==> config.mk <==
export PLATFORM = sky130hd
export DESIGN_NAME = osc_reset_sequencer
export DESIGN_NICKNAME = d
export VERILOG_FILES = /design/src/rtl/osc_reset_sequencer.sv
export SDC_FILE = /design/constraint.sdc
export NUM_CORES = 1
export LEC_CHECK = 0
export CORE_ASPECT_RATIO = 0.75
export CORE_UTILIZATION = 39
export DETAILED_ROUTE_END_ITERATION = 16
export GPL_TIMING_DRIVEN = 0
export PLACE_DENSITY_LB_ADDON = 0.25
export SYNTH_ARGS = -nofsm -noshare
export SYNTH_HDL_FRONTEND = slang
export SYNTH_SLANG_ARGS = --single-unit
==> constraint.sdc <==
create_clock -name CLK -period 1.8 [get_ports CLK]
set_input_delay 0.27 -clock CLK [delete_from_list [all_inputs] [get_ports CLK]]
set_output_delay 0.27 -clock CLK [all_outputs]
set_load 0.01 [all_outputs]
==> src/rtl/osc_reset_sequencer.sv <==
// Power-up reset sequencer: sync inputs, filter PLL lock, release fabric then video reset after a stagger.
// Outputs registered from next state; no backpressure. Optional watchdog/FAULT path under OSC_RST_SEQ_WDOG_EN.
module osc_reset_sequencer #(
    parameter int SYNC_STAGES    = 2,
    parameter int LOCK_FILTER    = 16,
    parameter int HOLD_CYCLES    = 200,
    parameter int STAGGER_CYCLES = 20,
    parameter int WDOG_CYCLES    = 20000
) (
    input  logic       CLK,
    input  logic       RESET,
    input  logic       INIT_DONE,
    input  logic       PLL_LOCK,
    input  logic       EXT_RST_N,
    output logic       FABRIC_RESET_N,
    output logic       VIDEO_RESET_N,
    output logic       READY,
    output logic [2:0] SEQ_STATE,
    output logic       WDOG_FAULT
);

    localparam int SEQ_MAX0 = (LOCK_FILTER > HOLD_CYCLES) ? LOCK_FILTER : HOLD_CYCLES;
    localparam int SEQ_MAX  = (SEQ_MAX0 > STAGGER_CYCLES) ? SEQ_MAX0 : STAGGER_CYCLES;
    localparam int CNT_W    = $clog2(SEQ_MAX) + 1;

    if (SYNC_STAGES < 2 || LOCK_FILTER < 1 || HOLD_CYCLES < 1 ||
        STAGGER_CYCLES < 1 || WDOG_CYCLES < 1) begin : g_param_check
        $error("osc_reset_sequencer: illegal parameter value");
    end

    typedef enum logic [2:0] {
        IDLE      = 3'd0,
        WAIT_INIT = 3'd1,
        WAIT_LOCK = 3'd2,
        HOLD      = 3'd3,
        REL_FAB   = 3'd4,
        RUN       = 3'd5,
        FAULT     = 3'd6
    } state_e;

    state_e                 state_q, state_d;
    logic [CNT_W-1:0]       cnt_q, cnt_d;
    logic [SYNC_STAGES-1:0] init_sync_q, init_sync_d;
    logic [SYNC_STAGES-1:0] lock_sync_q, lock_sync_d;
    logic [SYNC_STAGES-1:0] ext_sync_q, ext_sync_d;
    logic                   fab_rst_n_q, fab_rst_n_d;
    logic                   vid_rst_n_q, vid_rst_n_d;
    logic                   ready_q, ready_d;
    logic                   init_s, lock_s, ext_s;

    assign init_s = init_sync_q[SYNC_STAGES-1];
    assign lock_s = lock_sync_q[SYNC_STAGES-1];
    assign ext_s  = ext_sync_q[SYNC_STAGES-1];

    always_comb begin
        init_sync_d = {init_sync_q[SYNC_STAGES-2:0], INIT_DONE};
        lock_sync_d = {lock_sync_q[SYNC_STAGES-2:0], PLL_LOCK};
        ext_sync_d  = {ext_sync_q[SYNC_STAGES-2:0], EXT_RST_N};
    end

`ifdef OSC_RST_SEQ_WDOG_EN
    localparam int WD_W = $clog2(WDOG_CYCLES) + 1;

    logic [WD_W-1:0] wdog_q, wdog_d;
    logic            wdog_fault_q, wdog_fault_d;
    logic            wdog_expired;

    assign wdog_expired = (state_q == WAIT_INIT || state_q == WAIT_LOCK) &&
                          (wdog_q == WD_W'(WDOG_CYCLES - 1));
`endif

    always_comb begin
        state_d = state_q;
        case (state_q)
            IDLE:      if (ext_s) state_d = WAIT_INIT;
            WAIT_INIT: if (init_s) state_d = WAIT_LOCK;
            WAIT_LOCK: if (lock_s && cnt_q == CNT_W'(LOCK_FILTER - 1)) state_d = HOLD;
            HOLD:      if (cnt_q == CNT_W'(HOLD_CYCLES - 1)) state_d = REL_FAB;
            REL_FAB:   if (cnt_q == CNT_W'(STAGGER_CYCLES - 1)) state_d = RUN;
            RUN:       state_d = RUN;
            FAULT:     if (cnt_q == CNT_W'(HOLD_CYCLES - 1)) state_d = IDLE;
            default:   state_d = IDLE;
        endcase
`ifdef OSC_RST_SEQ_WDOG_EN
        if (wdog_expired) state_d = FAULT;
`endif
        // Lock loss and external request override everything, ext last so it wins.
        if (!lock_s && (state_q == HOLD || state_q == REL_FAB || state_q == RUN)) state_d = WAIT_LOCK;
        if (!ext_s) state_d = IDLE;

        cnt_d = cnt_q;
        if (state_d != state_q) begin
            cnt_d = '0;
        end else if (state_q == WAIT_LOCK && !lock_s) begin
            cnt_d = '0;
        end else if (cnt_q != '1) begin
            cnt_d = cnt_q + CNT_W'(1);
        end

        fab_rst_n_d = (state_d == REL_FAB) || (state_d == RUN);
        vid_rst_n_d = (state_d == RUN);
        ready_d     = (state_d == RUN);
    end

`ifdef OSC_RST_SEQ_WDOG_EN
    always_comb begin
        wdog_d = '0;
        if ((state_q == WAIT_INIT || state_q == WAIT_LOCK) &&
            (state_d == WAIT_INIT || state_d == WAIT_LOCK)) begin
            wdog_d = wdog_q + WD_W'(1);
        end
        wdog_fault_d = wdog_fault_q | (state_d == FAULT);
    end

    always_ff @(posedge CLK) begin
        if (RESET) begin
            wdog_q       <= '0;
            wdog_fault_q <= 1'b0;
        end else begin
            wdog_q       <= wdog_d;
            wdog_fault_q <= wdog_fault_d;
        end
    end

    assign WDOG_FAULT = wdog_fault_q;
`else
    assign WDOG_FAULT = 1'b0;
`endif

    always_ff @(posedge CLK) begin
        if (RESET) begin
            state_q     <= IDLE;
            cnt_q       <= '0;
            init_sync_q <= '0;
            lock_sync_q <= '0;
            ext_sync_q  <= '0;
            fab_rst_n_q <= 1'b0;
            vid_rst_n_q <= 1'b0;
            ready_q     <= 1'b0;
        end else begin
            state_q     <= state_d;
            cnt_q       <= cnt_d;
            init_sync_q <= init_sync_d;
            lock_sync_q <= lock_sync_d;
            ext_sync_q  <= ext_sync_d;
            fab_rst_n_q <= fab_rst_n_d;
            vid_rst_n_q <= vid_rst_n_d;
            ready_q     <= ready_d;
        end
    end

    assign FABRIC_RESET_N = fab_rst_n_q;
    assign VIDEO_RESET_N  = vid_rst_n_q;
    assign READY          = ready_q;
    assign SEQ_STATE      = state_q;

endmodule
Yosys cells after proc, flatten, opt, wreduce, memory -nomap -nowiden
Cells that the tools add are included.
Widths: inputs -> output; s select.
{"block": "totals", "regBits": 20, "in_bits": 5, "output_inout_bits": 7, "word_cells": 38}
{"block": "op_classes", "addsub": 1, "eq_ne": 13, "n_mux": 8, "reduce_logical": 9}
{"cell": "$mux 3", "n": 7}
{"cell": "$pmux 3 s7", "n": 1}
{"cell": "$eq 3x3->1 const B", "n": 5}
{"cell": "$add 9x1->9 const B", "n": 1}
{"cell": "$eq 9x4->1 const B", "n": 1}
{"cell": "$eq 9x5->1 const B", "n": 1}
{"cell": "$eq 9x8->1 const B", "n": 1}
{"cell": "$ne 9x9->1 const B", "n": 1}
{"cell": "$eq 3x2->1 const B", "n": 2}
{"cell": "$eq 3x1->1 const B", "n": 1}
{"cell": "$logic_and 1x1->1", "n": 3}
{"cell": "$logic_not 3->1", "n": 1}
{"cell": "$logic_or 1x1->1", "n": 3}
{"cell": "$ne 3x3->1", "n": 1}
{"cell": "$reduce_or 3->1", "n": 1}
{"cell": "$logic_not 1->1", "n": 1}

Longest topological paths before layout
{"block": "logic_depth", "ltp_word": 8, "depth_mapped": 9, "ltp_nobuf": 8}

Worst setup path after synthesis
No wires, ideal clock.
{"block": "synth_timing", "path_kind": "reg2reg", "startpoint": "reg state_q[2], in the netlist SEQ_STATE[2]", "endpoint": "reg cnt_q[0]", "setup_time_ns": 0.088, "arrival_ns": 1.756, "t_required_ns": 1.712, "slack_ns": -0.044, "path_stages_with_launch": 7, "n_path_buf": 1, "synth_period_minus_slack_ns": 1.844, "path_cell_list": "dfxtp_1 -> or3b_4 -> o311ai_2 -> mux2i_1 -> or4_1 -> buf_4 -> nor4_2"}
{"block": "synth_between", "elab_chain_cells": 8, "elab_cells_between_ends": 21, "cone_classes": "7 x eq/ne; 8 x mux; 6 x reduce/logical"}
{"element": "from (decl)", "line": "41", "rtl": "state_e state_q, state_d;"}
{"element": "from (signal assigned)", "line": "141", "rtl": "state_q <= state_d;"}
{"element": "parallel branches: the longest is 7 deep, another holds $pmux 3 s7"}
{"element": "$reduce_or 3->1 (no source line) (*)"}
{"element": "to (signal assigned)", "line": "142", "rtl": "cnt_q <= cnt_d;"}
{"element": "to (decl)", "line": "42", "rtl": "logic [CNT_W-1:0] cnt_q, cnt_d;"}
Mark *: on every way between the ends.
A chain may end at the register's enable or synchronous reset.

Worst setup path after layout
{"block": "layout_timing", "startpoint": "reg cnt_q[5]", "endpoint": "reg cnt_q[3]"}
{"block": "layout_between", "elab_chain_cells": 8, "elab_cells_between_ends": 14, "cone_classes": "5 x eq/ne; 7 x mux; 2 x reduce/logical"}
{"element": "$eq 9x4->1", "line": "77", "rtl": "WAIT_LOCK: if (lock_s && cnt_q == CNT_W'(LOCK_FILTER - 1)) state_d = HOLD;"}
{"element": "$logic_and 1x1->1", "line": "77"}
{"element": "$mux 3", "line": "77"}
{"element": "$pmux 3 s7", "line": "74", "rtl": "case (state_q)"}
{"element": "$mux 3", "line": "88", "rtl": "if (!lock_s && (state_q == HOLD || state_q == REL_FAB || state_q == RUN)) state_d = WAIT_LOCK;"}
{"element": "$mux 3", "line": "89", "rtl": "if (!ext_s) state_d = IDLE;"}
{"element": "$ne 3x3->1", "line": "92", "rtl": "if (state_d != state_q) begin"}
{"element": "$reduce_or 3->1 (no source line)"}
Parallel ways exist; a longest one is shown, timed or not.

==> flow_summary.json <==
{
  "finalSetupViolCount": 11,
  "hpwl_um": 1810,
  "cts-htree-levels": 1,
  "nets": 159,
  "crit_chain": "or4_4 -> nor4_4 -> or3_4 -> o211ai_4 -> clkbuf_16 -> nor4_4",
  "die_h_um": 49.7,
  "synth_cell_type_count": 44,
  "worstSetupPathType": "reg -> reg",
  "max_stage_delay_ns": 0.55,
  "antenna_found_initial": 0,
  "grt_usage": 0.220,
  "p_comb_frac": 0.113,
  "mostFrequentLayoutCell": "buf_4",
  "outcome": "complete, but fails checks",
  "violations": "setup timing",
  "antennaDiodeCount": 0,
  "grt_pass1_wl_um": 5360,
  "max_slew_margin": 0.656,
  "maxCapViolCount": 0,
  "die_area_um2": 3250,
  "hold_path_class": "in -> reg",
  "synth_top_cell_by_area": "dfxtp_1",
  "drt_iter0_markers": 66,
  "r2r_slack_ns": -0.17,
  "syn2layout_area_growth_pct": 49.4,
  "ant_nets": 0,
  "place.gp.congestion": 0.928,
  "clockPowerShare": 0.374,
  "leakagePower_nw": 0.588,
  "rows": 16,
  "worst_slew_pin_slew_ns": 0.513,
  "worst-path-max-fanout": 4,
  "drv_slew": 0,
  "root_buffer": "clkbuf_8",
  "cts_buffers": 3,
  "rsz0062_at_grt": "yes",
  "first_pass_iters": 5,
  "place_inst": 169,
  "netlist.area_leader.share": 0.339,
  "fin_crit_sh": 1.09,
  "drt-vias-per-instance": 5.83,
  "syn_inst": 124,
  "drc": 0,
  "drive_above_1_share": 0.450,
  "yosysWarningCount": 0,
  "swShare": 0.227,
  "p_sw_w": 0.000206,
  "die_width_um": 65.5,
  "critPathSlowestCell": "or4_4",
  "start_util": 0.431,
  "power.density_nw_per_um2": 514,
  "ys_ff_latch": 20,
  "synth-edff-count": 0,
  "coreArea_um2": 2740,
  "p_int_w": 0.000700,
  "worstSkewPairLatency_ns": 0.26,
  "worstSetupEndpointType": "register",
  "grt_max_degree": 12,
  "wirelength_um": 3330,
  "setup_ws_ns": -0.167,
  "avgSynthCellArea_um2": 9.53,
  "cts_buffer_depth": 2,
  "fin_util": 0.643,
  "required_ns": 1.97,
  "clock_skew_ns": 0.00405,
  "crit_top_cell": "nor4_4",
  "vdd_drop_max_v": 0.000473,
  "synthTopCellsByArea": "dfxtp_1 (34%), nor4_2 (12%), nor2b_1 (4.2%)",
  "p_seq_frac": 0.513,
  "max_freq_ghz": 0.508,
  "ys.flop_type": "dfxtp_1",
  "route.vias.total": 1090,
  "syn_area_um2": 1180,
  "synthesis.nets": 131,
  "ys_seq_area_frac": 0.339,
  "layout_common_cells": "buf_4 (12), dfxtp_1 (11), clkdlybuf4s50_1 (9)",
  "fill_cells": 194,
  "finalNonFillerCells": 187,
  "clk_pin_slew_ns": 0.07,
  "start_kind": "register",
  "dpl_worst_slack_ns": -0.223,
  "arrival_ns": 2.14,
  "final_hold_viol_count": 0,
  "io_buffers": 9,
  "cts_tree": "built",
  "first_global_vias": 1056,
  "finalPower_w": 0.000906,
  "period_needed_ns": 1.97,
  "clock-sinks": 20,
  "wl_per_cell_um": 17.8,
  "postSynth.asyncResetShare": 0,
  "top_level_ports": 12,
  "grt-ovfl-total": 0
}
synthesized netlist by cell type, types with 2 or more instances:
master and instances:
dfxtp_1 20, nor4_2 11, nor2_1 9, nor2b_1 8
nand2_1 7, inv_1 4, xnor2_1 4, xor2_1 4
a21oi_1 3, buf_2 3, buf_4 3, clkbuf_1 3
mux2i_1 3, nand4_1 3, a211oi_1 2, and3b_1 2
ha_1 2, nand2b_1 2, nand3_1 2, nor4bb_1 2
o21ai_0 2, o21ai_1 2, or4_1 2
path summary, 6_finish.rpt:
path | start | to | cells past startpoint
max | cnt_q[5] | cnt_q[3] | 6
min | RESET | SEQ_STATE[1] | 2
max reg2reg | cnt_q[5] | cnt_q[3] | 6
min reg2reg | lock_sync_q[0] | lock_sync_q[1] | 1
cell families after synthesis:
group,Yosys count,synth area share
AO/OA/AOI/OAI,17,0.124
XOR/XNOR,8,0.0593
adder cells (fa/ha/maj),2,0.0212
buffers and inverters,13,0.0540
flip-flops,20,0.339
multiplexers,3,0.0254
other,1,0.00317
AND/OR/NAND/NOR,60,0.374
cell type report:
| class | instances | area (um2) | area share |
|---|---|---|---|
| clock buffers | 4 | 55.1 | 0.0312 |
| plain buffers | 8 | 58.8 | 0.0333 |
| flip-flops and latches | 20 | 417 | 0.236 |
| repair buffers | 24 | 278 | 0.157 |
| multi-input cells | 91 | 896 | 0.508 |
| well taps | 36 | 45.0 | 0.0255 |
| inverters | 4 | 15.0 | 0.00851 |
sequential cells by signal, indices dropped and copies added (netlist names):
register,flops
READY,1
cnt_q,9
init_sync_q,2
FABRIC_RESET_N,1
lock_sync_q,2
SEQ_STATE,3
ext_sync_q,2
through the flow:
step                cell area (um2)  TNS (ns)  hold WS (ns)
finish                         1760     -1.39         0.390
global route                   1760     -2.30         0.434
CTS                            1730     -1.21         0.392
detailed placement             1350     -2.04         0.429
global placement               1350     -1.55         0.422
floorplan                      1210         0         0.398
worst max-delay path: cells and delay by family (launching register included):
family                 cells  cell delay [ns]
AND/OR/NAND/NOR            4             1.23
buffers and inverters      1             0.19
flip-flops                 1             0.35
AO/OA/AOI/OAI              1             0.11
layer usage:
layer,vias to the layer above,global-route usage,part of all wire
li1,502,-,-
met1,532,0.302,0.42
met2,49,0.347,0.49
met3,7,0.0486,0.077
met4,0,0.0543,0.013
met5,-,0,0
power groups by stage:
stage,clock network (W),logic (W),registers (W)
5_1_grt,0.000364,0.000108,0.000465
6_report,0.000339,0.000102,0.000465
2_1_floorplan,0,0.0000511,0.000473
3_5_place_dp,0,0.0000695,0.000476
4_1_cts,0.000343,0.000101,0.000463
3_3_place_gp,0,0.0000661,0.000475
what timing repair did:
action | CTS | global route
hold buffers | 0 | 0
pin swaps | 19 | 4
gates resized for setup | 34 | 10
gates cloned | 3 | 0
buffers inserted | 12 | 0
setup endpoints to repair | 11 | 13
(Power assumes the default switching activity.)
